File: config.mk
export PLATFORM = sky130hd
export DESIGN_NAME = serial_add_ctrl
export DESIGN_NICKNAME = d
export VERILOG_FILES = /design/src/rtl/serial_add_pkg.sv /design/src/rtl/half_adder.sv /design/src/rtl/serial_fa_bit.sv /design/src/rtl/serial_add_ctrl.sv
export SDC_FILE = /design/constraint.sdc
export NUM_CORES = 1
export LEC_CHECK = 0
export ABC_AREA = 1
export CAP_MARGIN = 0
export CORE_ASPECT_RATIO = 0.8
export CORE_MARGIN = 10
export CORE_UTILIZATION = 40
export CTS_CLUSTER_SIZE = 24
export DETAILED_ROUTE_END_ITERATION = 8
export DONT_BUFFER_PORTS = 1
export HOLD_SLACK_MARGIN = 0.06
export REMOVE_ABC_BUFFERS = 1
export SYNTH_ARGS = -nofsm -noshare
export SYNTH_HDL_FRONTEND = slang
export SYNTH_HIERARCHICAL = 1
export SYNTH_SLANG_ARGS = --single-unit
export TNS_END_PERCENT = 20
File: constraint.sdc
create_clock -name clk -period 1.5 [get_ports clk]
set_input_delay 0.375 -clock clk [delete_from_list [all_inputs] [get_ports clk]]
set_output_delay 0.375 -clock clk [all_outputs]
set_load 0.03 [all_outputs]
File: src/rtl/serial_add_pkg.sv
// serial_add_pkg: shared state encoding and width limit for the bit-serial adder.
package serial_add_pkg;
    typedef enum logic [1:0] {
        ST_IDLE = 2'd0,
        ST_RUN  = 2'd1,
        ST_DONE = 2'd2
    } state_t;
    localparam int MAX_WIDTH = 32;
endpackage

File: src/rtl/half_adder.sv
// half_adder: one-bit half adder; ports a, b in; s (xor) and c (and) out.
module half_adder (
    input  logic a,
    input  logic b,
    output logic s,
    output logic c
);
    assign s = a ^ b;
    assign c = a & b;
endmodule

File: src/rtl/serial_fa_bit.sv
// serial_fa_bit: full adder cell from two half adders; ports a, b, ci in; s, co out.
module serial_fa_bit (
    input  logic a,
    input  logic b,
    input  logic ci,
    output logic s,
    output logic co
);
    logic s0, c0, c1;
    half_adder u_ha0 (.a(a),  .b(b),  .s(s0), .c(c0));
    half_adder u_ha1 (.a(s0), .b(ci), .s(s),  .c(c1));
    assign co = c0 | c1;
endmodule

File: src/rtl/serial_add_ctrl.sv
// serial_add_ctrl: bit-serial WIDTH-bit adder; in_valid/in_ready take a, b, cin; out_valid/out_ready return sum, cout; busy flags RUN/DONE.
module serial_add_ctrl
    import serial_add_pkg::*;
#(
    parameter int WIDTH = 8
) (
    input  logic             clk,
    input  logic             rst,
    input  logic             in_valid,
    output logic             in_ready,
    input  logic [WIDTH-1:0] a,
    input  logic [WIDTH-1:0] b,
    input  logic             cin,
    output logic             out_valid,
    input  logic             out_ready,
    output logic [WIDTH-1:0] sum,
    output logic             cout,
    output logic             busy
);
    localparam int CW = (WIDTH > 1) ? $clog2(WIDTH) : 1;
    state_t           state, state_nxt;
    logic [WIDTH-1:0] sa, sb, sum_r;
    logic             carry, fa_s, fa_c, last;
    logic [CW-1:0]    cnt;
    serial_fa_bit u_fa (.a(sa[0]), .b(sb[0]), .ci(carry), .s(fa_s), .co(fa_c));
    assign last      = cnt == CW'(WIDTH - 1);
    assign in_ready  = state == ST_IDLE;
    assign out_valid = state == ST_DONE;
    assign busy      = state != ST_IDLE;
    assign sum       = sum_r;
    assign cout      = out_valid & carry;
    always_ff @(posedge clk or posedge rst)
        if (rst) state <= ST_IDLE;
        else     state <= state_nxt;
    always_comb begin
        state_nxt = state;
        state_nxt = (state == ST_IDLE) ? (in_valid ? ST_RUN : ST_IDLE) :
                    (state == ST_RUN)  ? (last ? ST_DONE : ST_RUN) :
                                         (out_ready ? ST_IDLE : ST_DONE);
    end
    // Sum enters at the MSB so that after WIDTH shifts bit 0 lands at sum[0].
    always_ff @(posedge clk or posedge rst)
        if (rst) begin
            sa    <= '0;
            sb    <= '0;
            sum_r <= '0;
            carry <= 1'b0;
            cnt   <= '0;
        end else if (state == ST_IDLE && in_valid) begin
            sa    <= a;
            sb    <= b;
            carry <= cin;
            cnt   <= '0;
        end else if (state == ST_RUN) begin
            sa    <= sa >> 1;
            sb    <= sb >> 1;
            sum_r <= WIDTH'({fa_s, sum_r} >> 1);
            carry <= fa_c;
            cnt   <= last ? cnt : cnt + 1'b1;
        end
endmodule

==> results of run 1 <==
where the power goes:
group,total (mW),internal [mW],switching (mW)
Sequential,1.58,1.16,0.420
Combinational,1.32,0.497,0.822
Clock,0.597,0.310,0.286
kinds of logic (layout without fill, tap and decap cells):
family,count (synthesis),count (layout)
AND/OR/NAND/NOR,103,103
flip-flops,30,30
buffers and inverters,18,30
adder cells (fa/ha/maj),4,4
AO/OA/AOI/OAI,4,4
final cells by class:
cell class                 count  area (sq um)  area share (%)
sequential                    30           752            47.8
multi-input combinational    111           538            34.2
timing repair buffer          13           113            7.15
clock buffer                   5          68.8            4.37
tap                           42          52.6            3.34
inverter                      10          40.0            2.54
clock inverter                 2          10.0           0.636
metal layers:
metal  vias to the layer above  GRT usage, %
met2                        19          17.5
met4                         0          4.38
li1                        532             -
met5                         -             0
met3                         3          4.80
met1                       513          11.2
worst paths after layout:
kind / start / end / cells after the start / slack [ns]
max reg2reg: cnt[0] / cnt[2] / 6 / 0.14
min reg2reg: sb[7] / sb[7] / 2 / 0.47
max in group asynchronous: rst / state[0] / 3 / 0.48
max: state[0] / in_ready / 2 / 0.02
min: out_ready / state[1] / 1 / 0.21
min in group asynchronous: rst / carry / 2 / 0.54
stage by stage:
step,util [%],std cells,setup TNS (ns),cell area [sq um],setup WS [ns]
after floorplan,-,151,-0.666,1320,-0.354
after global placement,42.3,200,0,1440,0.245
after detailed placement,42.3,200,0,1440,0.152
after CTS,45.2,208,0,1540,0.00889
after global routing,46.3,213,-0.0973,1570,-0.0356
final,46.3,213,0,1570,0.0221
timing repair:
action | in CTS | in global routing
hold buffers | 1 | 0
endpoints found under the setup margin | 3 | 3
hold endpoints to repair | 9 | 0
resized for setup | 3 | 0
pin swaps | 0 | 1
setup buffers | 0 | 5
gates cloned | 0 | 0
placed cells by master (no fill, tap or decap), types with 2 or more instances in the layout:
cell      count
clkinv_2      2
ha_1          4
clkbuf_8      5
buf_4        11
dfrtp_1      29
nand2_1      61
nand3_1      36
inv_1         8
worst reg2reg max path, stage by stage, from the launching register on:
cell	delay (ns)
dfrtp_1	0.40
ha_1	0.21
ha_1	0.18
inv_1	0.09
nand3_1	0.17
nand3_1	0.14
nand2_1	0.06
sequential cells by signal, indices dropped and copies added (netlist names):
signal,count
carry,1
cnt,3
sa,8
sb,8
state,2
sum,8
==> metrics.md, run 1 <==
| Metric | Value |
|---|---|
| Synth Area in Compound Gates | `2.34%` |
| CTS H-Tree Depth | `2` |
| Top FF cell, synth | `dfrtp_1` |
| Worst path cell trace | `nor2_2 > buf_4` |
| Flop and latch count out of synthesis | `30` |
| Asr flop ratio synth | `between 90% and 100%` |
| Total gr overflow | `0` |
| Number of synthesized flops with an enable pin | `0` |
| Die ar. | `0.00625 sq mm` |
| Starting DRT DRC Count | `96` |
| PD cells | `2220 mW/mm^2` |
| Initial antenna violation count | `0` |
| Die W | `roughly 86 microns` |
| Synth Area in XOR/XNOR | `0%` |
| Synth top area cells | `dfrtp_1 54%, nand2_1 16%, nand3_1 13%, ha_1 3.6%, buf_6 3.2%` |
| # port buffers | `0` |
| Routed length on met3 | `~180 microns` |
| Share of layout cells above drive strength 1 | `15.8%` |
| Largest net degree at the start of global routing | `24` |
| Routability cong. | `0.795` |
| Tmin final | `1.48 ns` |
| Cell count after synthesis | `159` |
| I/O pins | `33` |
| Post-synthesis sequential area ratio | `54.0%` |
| CP max-delay cell | `dfrtp_2` |
| Adder-Cell Fraction of Synth Area | `under 10%` |
| Post-DP HPWL | `2.26 mm` |
| Top Metal Used | `met4` |
| Crit path capture type | `output pin` |
| Max Fclk | `between 0.6 and 0.7 GHz` |
| Slew headroom | `70.0%` |
| Mapped Area | `0.00139 sq mm` |
| WL met2 | `~1.6 mm` |
| Antenna cell count | `0` |
| Post-synth top cells | `61 x nand2_1, 36 x nand3_1, 30 x dfrtp_1, 8 x inv_1` |
| Setup Skew | `0.00821 ns` |
| Main combinational cell family by area after synthesis | `simple AND/OR/NAND/NOR gates` |
| Final setup violation count | `0` |
| Max cap viols | `0` |
| Synthesis-to-layout area growth | `13.1%` |
| Status | `completed` |
| Hold WS | `0.208 ns` |
| Post-Syn Area per Cell | `8.75 sq um` |
| Worst-Skew Late Latency | `about 0.28 ns` |
| DRT antenna net count | `0` |
| DR vias | `about 1100` |
| Total GRT Usage | `10.5%` |
| Startpoint Class | `flop` |
| CP top delay family | `flip-flops` |
| First-pass GRT wire length | `5.14 mm` |
| CP bufs+invs | `1` |
| Fin. Hold Viols | `0` |
| Met1 WL | `1.27 mm` |
| Clock tree buffer depth | `2` |
| Worst-Margin Slew | `around 0.45 ns` |
| Yosys top cell by area | `dfrtp_1` |
| Critical path's largest stage delay | `0.45 ns` |
| Vias in the first global route | `1074` |
| Post-synthesis simple-gate area fraction | `between 30% and 40%` |
| Pre-antenna DRT Iters | `4` |
| Total CTS buffers | `5` |
| Pwr Total | `between 3 and 4 mW` |
| Worst setup path category | `flop to output pin` |
| Most common cell in the netlist | `nand2_1` |
| CP Max Fanout | `7` |
| CTS Sinks | `30` |
| Mux contribution to synthesized area | `0%` |
| Worst Hold Class | `input pin to flop` |
| Reg clk slew, reported paths | `roughly 0.06 ns` |
| Remaining routing DRC violations | `0` |
| CTS tree | `yes` |
| RSZ-0062 raised after global routing | `true` |
| Slew Viols, Final | `0` |
| Max VDD drop | `slightly below 0.7 mV` |
| Syn. warnings | `6` |
| Root buffer cell | `clkbuf_8` |
| Placement row count | `19` |
| CORE AREA | `between 0.003 and 0.004 sq mm` |
| Worst endpoint required time | `1.12 ns` |
| Die height | `between 70 and 80 microns` |
| Fill cells | `between 300 and 400` |
| Starting density of the core | `40.9%` |
| Post-synthesis cell type count | `19` |
| WL/cell | `14.6 microns` |
| Fin crit share | `98.5%` |
| Drt via density | `5.01` |
| Top-area cell type share of the netlist area | `between 50 and 60%` |
| Final WL | `between 3 and 4 mm` |
| Post-layout net count | `196` |
| WP data arrival | `1.10 ns` |
| Leak | `0.806 nW` |
(Power assumes the default switching activity.)
==> run 2, diff against run 1 <==
--- a/config.mk
+++ b/config.mk
@@ -15,8 +15,8 @@
 export DONT_BUFFER_PORTS = 1
 export HOLD_SLACK_MARGIN = 0.06
 export REMOVE_ABC_BUFFERS = 1
+export SKIP_CTS_REPAIR_TIMING = 1
 export SYNTH_ARGS = -nofsm -noshare
 export SYNTH_HDL_FRONTEND = slang
-export SYNTH_HIERARCHICAL = 1
 export SYNTH_SLANG_ARGS = --single-unit
 export TNS_END_PERCENT = 20
==> run 2 against run 1 <==
- global-route usage rose by 0.061 points
- via count fell by 5.1%
- combinational power barely moved
- final area fell by 0.32%
- register-to-register slack improved by 0.05 ns
- core utilization fell by 0.15 points
- clock power rose by 12%
- hold slack got worse by 0.15 ns
- sequential power barely moved
- the flow now finishes with violations (negative setup slack)
- critical path depth rose by 1
- clock-buffer cell count rose by 2
- non-clock buffer count fell by 2
==> metrics.md, run 2 <==
| Metric | Value |
|---|---|
| Largest net degree at the start of global routing | `31` |
| Leak | `0.783 nW` |
| Cell count after synthesis | `154` |
| Placement row count | `19` |
| Post-DP HPWL | `around 2.1 mm` |
| Synth Area in XOR/XNOR | `0%` |
| DRT antenna net count | `0` |
| Synth top area cells | `dfrtp_1 54%, nand2_1 16%, nand3_1 13%, buf_6 4.0%, inv_1 1.9%` |
| Top FF cell, synth | `dfrtp_1` |
| Setup tns final | `-0.000318 ns` |
| Die W | `86.2 microns` |
| Failing checks | `negative setup slack` |
| Slew Viols, Final | `0` |
| Most common cell in the netlist | `nand2_1` |
| Die height | `72.9 microns` |
| Asr flop ratio synth | `100%` |
| Post-synth top cells | `58 x nand2_1, 35 x nand3_1, 30 x dfrtp_1, 7 x inv_1, 5 x buf_6` |
| I/O pins | `33` |
| Initial antenna violation count | `0` |
| Mapped Area | `0.00140 sq mm` |
| Worst-Skew Late Latency | `0.28 ns` |
| Pwr Total | `around 3.6 mW` |
| Reg clk slew, reported paths | `0.07 ns` |
| R2R setup slack | `0.19 ns` |
| Worst-Margin Slew | `0.434 ns` |
| Max VDD drop | `0.696 mV` |
| Yosys top cell by area | `dfrtp_1` |
| Setup Skew | `0.00967 ns` |
| Fin. Hold Viols | `0` |
| Flop and latch count out of synthesis | `30` |
| Dpl cells | `194` |
| Post-synthesis cell type count | `18` |
| Slew headroom | `70.9%` |
| Tmin final | `1.50 ns` |
| Fin worst setup slack | `-0.000318 ns` |
| Clock tree buffer depth | `2` |
| Main combinational cell family by area after synthesis | `simple AND/OR/NAND/NOR gates` |
| CTS H-Tree Depth | `2` |
| Routability cong. | `0.687` |
| PD cells | `between 2000 and 2500 mW/mm^2` |
| Reg2reg end | `cnt[2]` |
| CTS tree | `yes` |
| FF-to-FF Start | `cnt[0]` |
| Comb power frac | `37.0%` |
| Final WL | `between 3 and 4 mm` |
| Total GRT Usage | `10.5%` |
| Starting DRT DRC Count | `78` |
| Synth Area in Compound Gates | `3.57%` |
| Mux contribution to synthesized area | `0%` |
| Hold WS | `around 0.055 ns` |
| RSZ-0062 raised after global routing | `true` |
| Syn. warnings | `0` |
| Crit path capture type | `output pin` |
| Post-synthesis sequential area ratio | `between 50 and 60%` |
| WL/cell | `14.6 microns` |
| P_sw | `1.54 mW` |
| Commonest non-fill, non-tap cell in the layout | `nand2_1` |
| Sequential share of power | `44.4%` |
| Total CTS buffers | `5` |
| Adder-Cell Fraction of Synth Area | `3.21%` |
| Synthesis-to-layout area growth | `12.0%` |
| Worst setup path category | `flop to output pin` |
| CP Max Fanout | `6` |
| Top-area cell type share of the netlist area | `53.6%` |
| Post-Syn Area per Cell | `9.10 sq um` |
| Status | `finished with violations` |
| DR vias | `1013` |
| Worst Hold Class | `input pin to asynchronous set/reset pin` |
| CP startpoint | `state[1]` |
| Pre-antenna DRT Iters | `4` |
| Total gr overflow | `0` |
| Max Fclk | `0.667 GHz` |
| CTS Sinks | `30` |
| First-pass GRT wire length | `5.08 mm` |
| # port buffers | `0` |
| Max cap viols | `0` |
| Antenna cell count | `0` |
| Clock power share | `between 10% and 20%` |
| Fin crit share | `100%` |
| CORE AREA | `0.00340 sq mm` |
| WP data arrival | `1.13 ns` |
| Die ar. | `0.00629 sq mm` |
| Non-Filler Instances | `~210` |
| Power Internal | `2.03 mW` |
| Root buffer cell | `clkbuf_8` |
| Post-layout net count | `188` |
| Worst endpoint required time | `1.12 ns` |
| Number of synthesized flops with an enable pin | `0` |
| Remaining routing DRC violations | `0` |
| Sw Ratio | `43.1%` |
| Vias in the first global route | `1018` |
| Post-synthesis simple-gate area fraction | `31.8%` |
| Final setup violation count | `1` |
| Worst r2r path cells | `7` |
| Drt via density | `just under 5` |
| Share of layout cells above drive strength 1 | `17.6%` |
| Startpoint Class | `flop` |
| Fill cells | `328` |
| Starting density of the core | `41.2%` |
| Most frequent cells in the layout | `58 x nand2_1, 35 x nand3_1, 29 x dfrtp_1` |
run 2: cell type report:
cell class / instances / area [sq um] / area share (%)
clock inverter: 1 / 5.00 / 0.319
clock buffer: 7 / 86.3 / 5.50
timing repair buffer: 11 / 86.3 / 5.50
sequential: 30 / 752 / 47.9
multi-input combinational: 107 / 548 / 34.9
inverter: 9 / 38.8 / 2.47
tap: 42 / 52.6 / 3.35
run 2: logic make-up (layout without fill, tap and decap cells):
group | count (synthesis) | in the layout
AO/OA/AOI/OAI | 6 | 6
AND/OR/NAND/NOR | 98 | 98
adder cells (fa/ha/maj) | 3 | 3
flip-flops | 30 | 30
buffers and inverters | 17 | 28
run 2: worst max-delay path by stage:
stage	to	cells after the start
final	cout	3
after global routing	cout	3
after CTS	cout	3
after detailed placement	cnt[2]	7
after global placement	cout	3
after floorplan	cout	1
run 2: power by group through the flow:
stage | sequential, mW | clock (mW) | combinational, mW
6_report | 1.59 | 0.666 | 1.32
5_1_grt | 1.63 | 0.732 | 1.53
4_1_cts | 1.59 | 0.689 | 1.27
3_5_place_dp | 1.60 | 0 | 1.27
3_3_place_gp | 1.58 | 0 | 1.19
2_1_floorplan | 1.55 | 0 | 0.955
run 2: worst max-delay path, stage by stage (launching register included):
cell and delay, ns:
dfrtp_1 0.43, inv_4 0.08, nor3b_2 0.16, buf_4 0.18
run 2: stage by stage:
| step | utilization, % | cell area (sq um) | worst slack (ns) |
|---|---|---|---|
| global placement | 42.0 | 1430 | 0.252 |
| finish | 46.2 | 1570 | -0.000318 |
| CTS | 44.7 | 1520 | -0.0708 |
| floorplan | - | 1330 | -0.178 |
| detailed placement | 42.0 | 1430 | 0.193 |
| global route | 46.2 | 1570 | -0.0555 |
run 2: per-layer routing:
layer,global-route usage (%),wire [microns],vias to the layer above
li1,-,-,518
met1,12.0,1280,465
met2,15.4,1480,25
met3,5.92,208,5
met4,5.39,59,0
met5,0,0,-
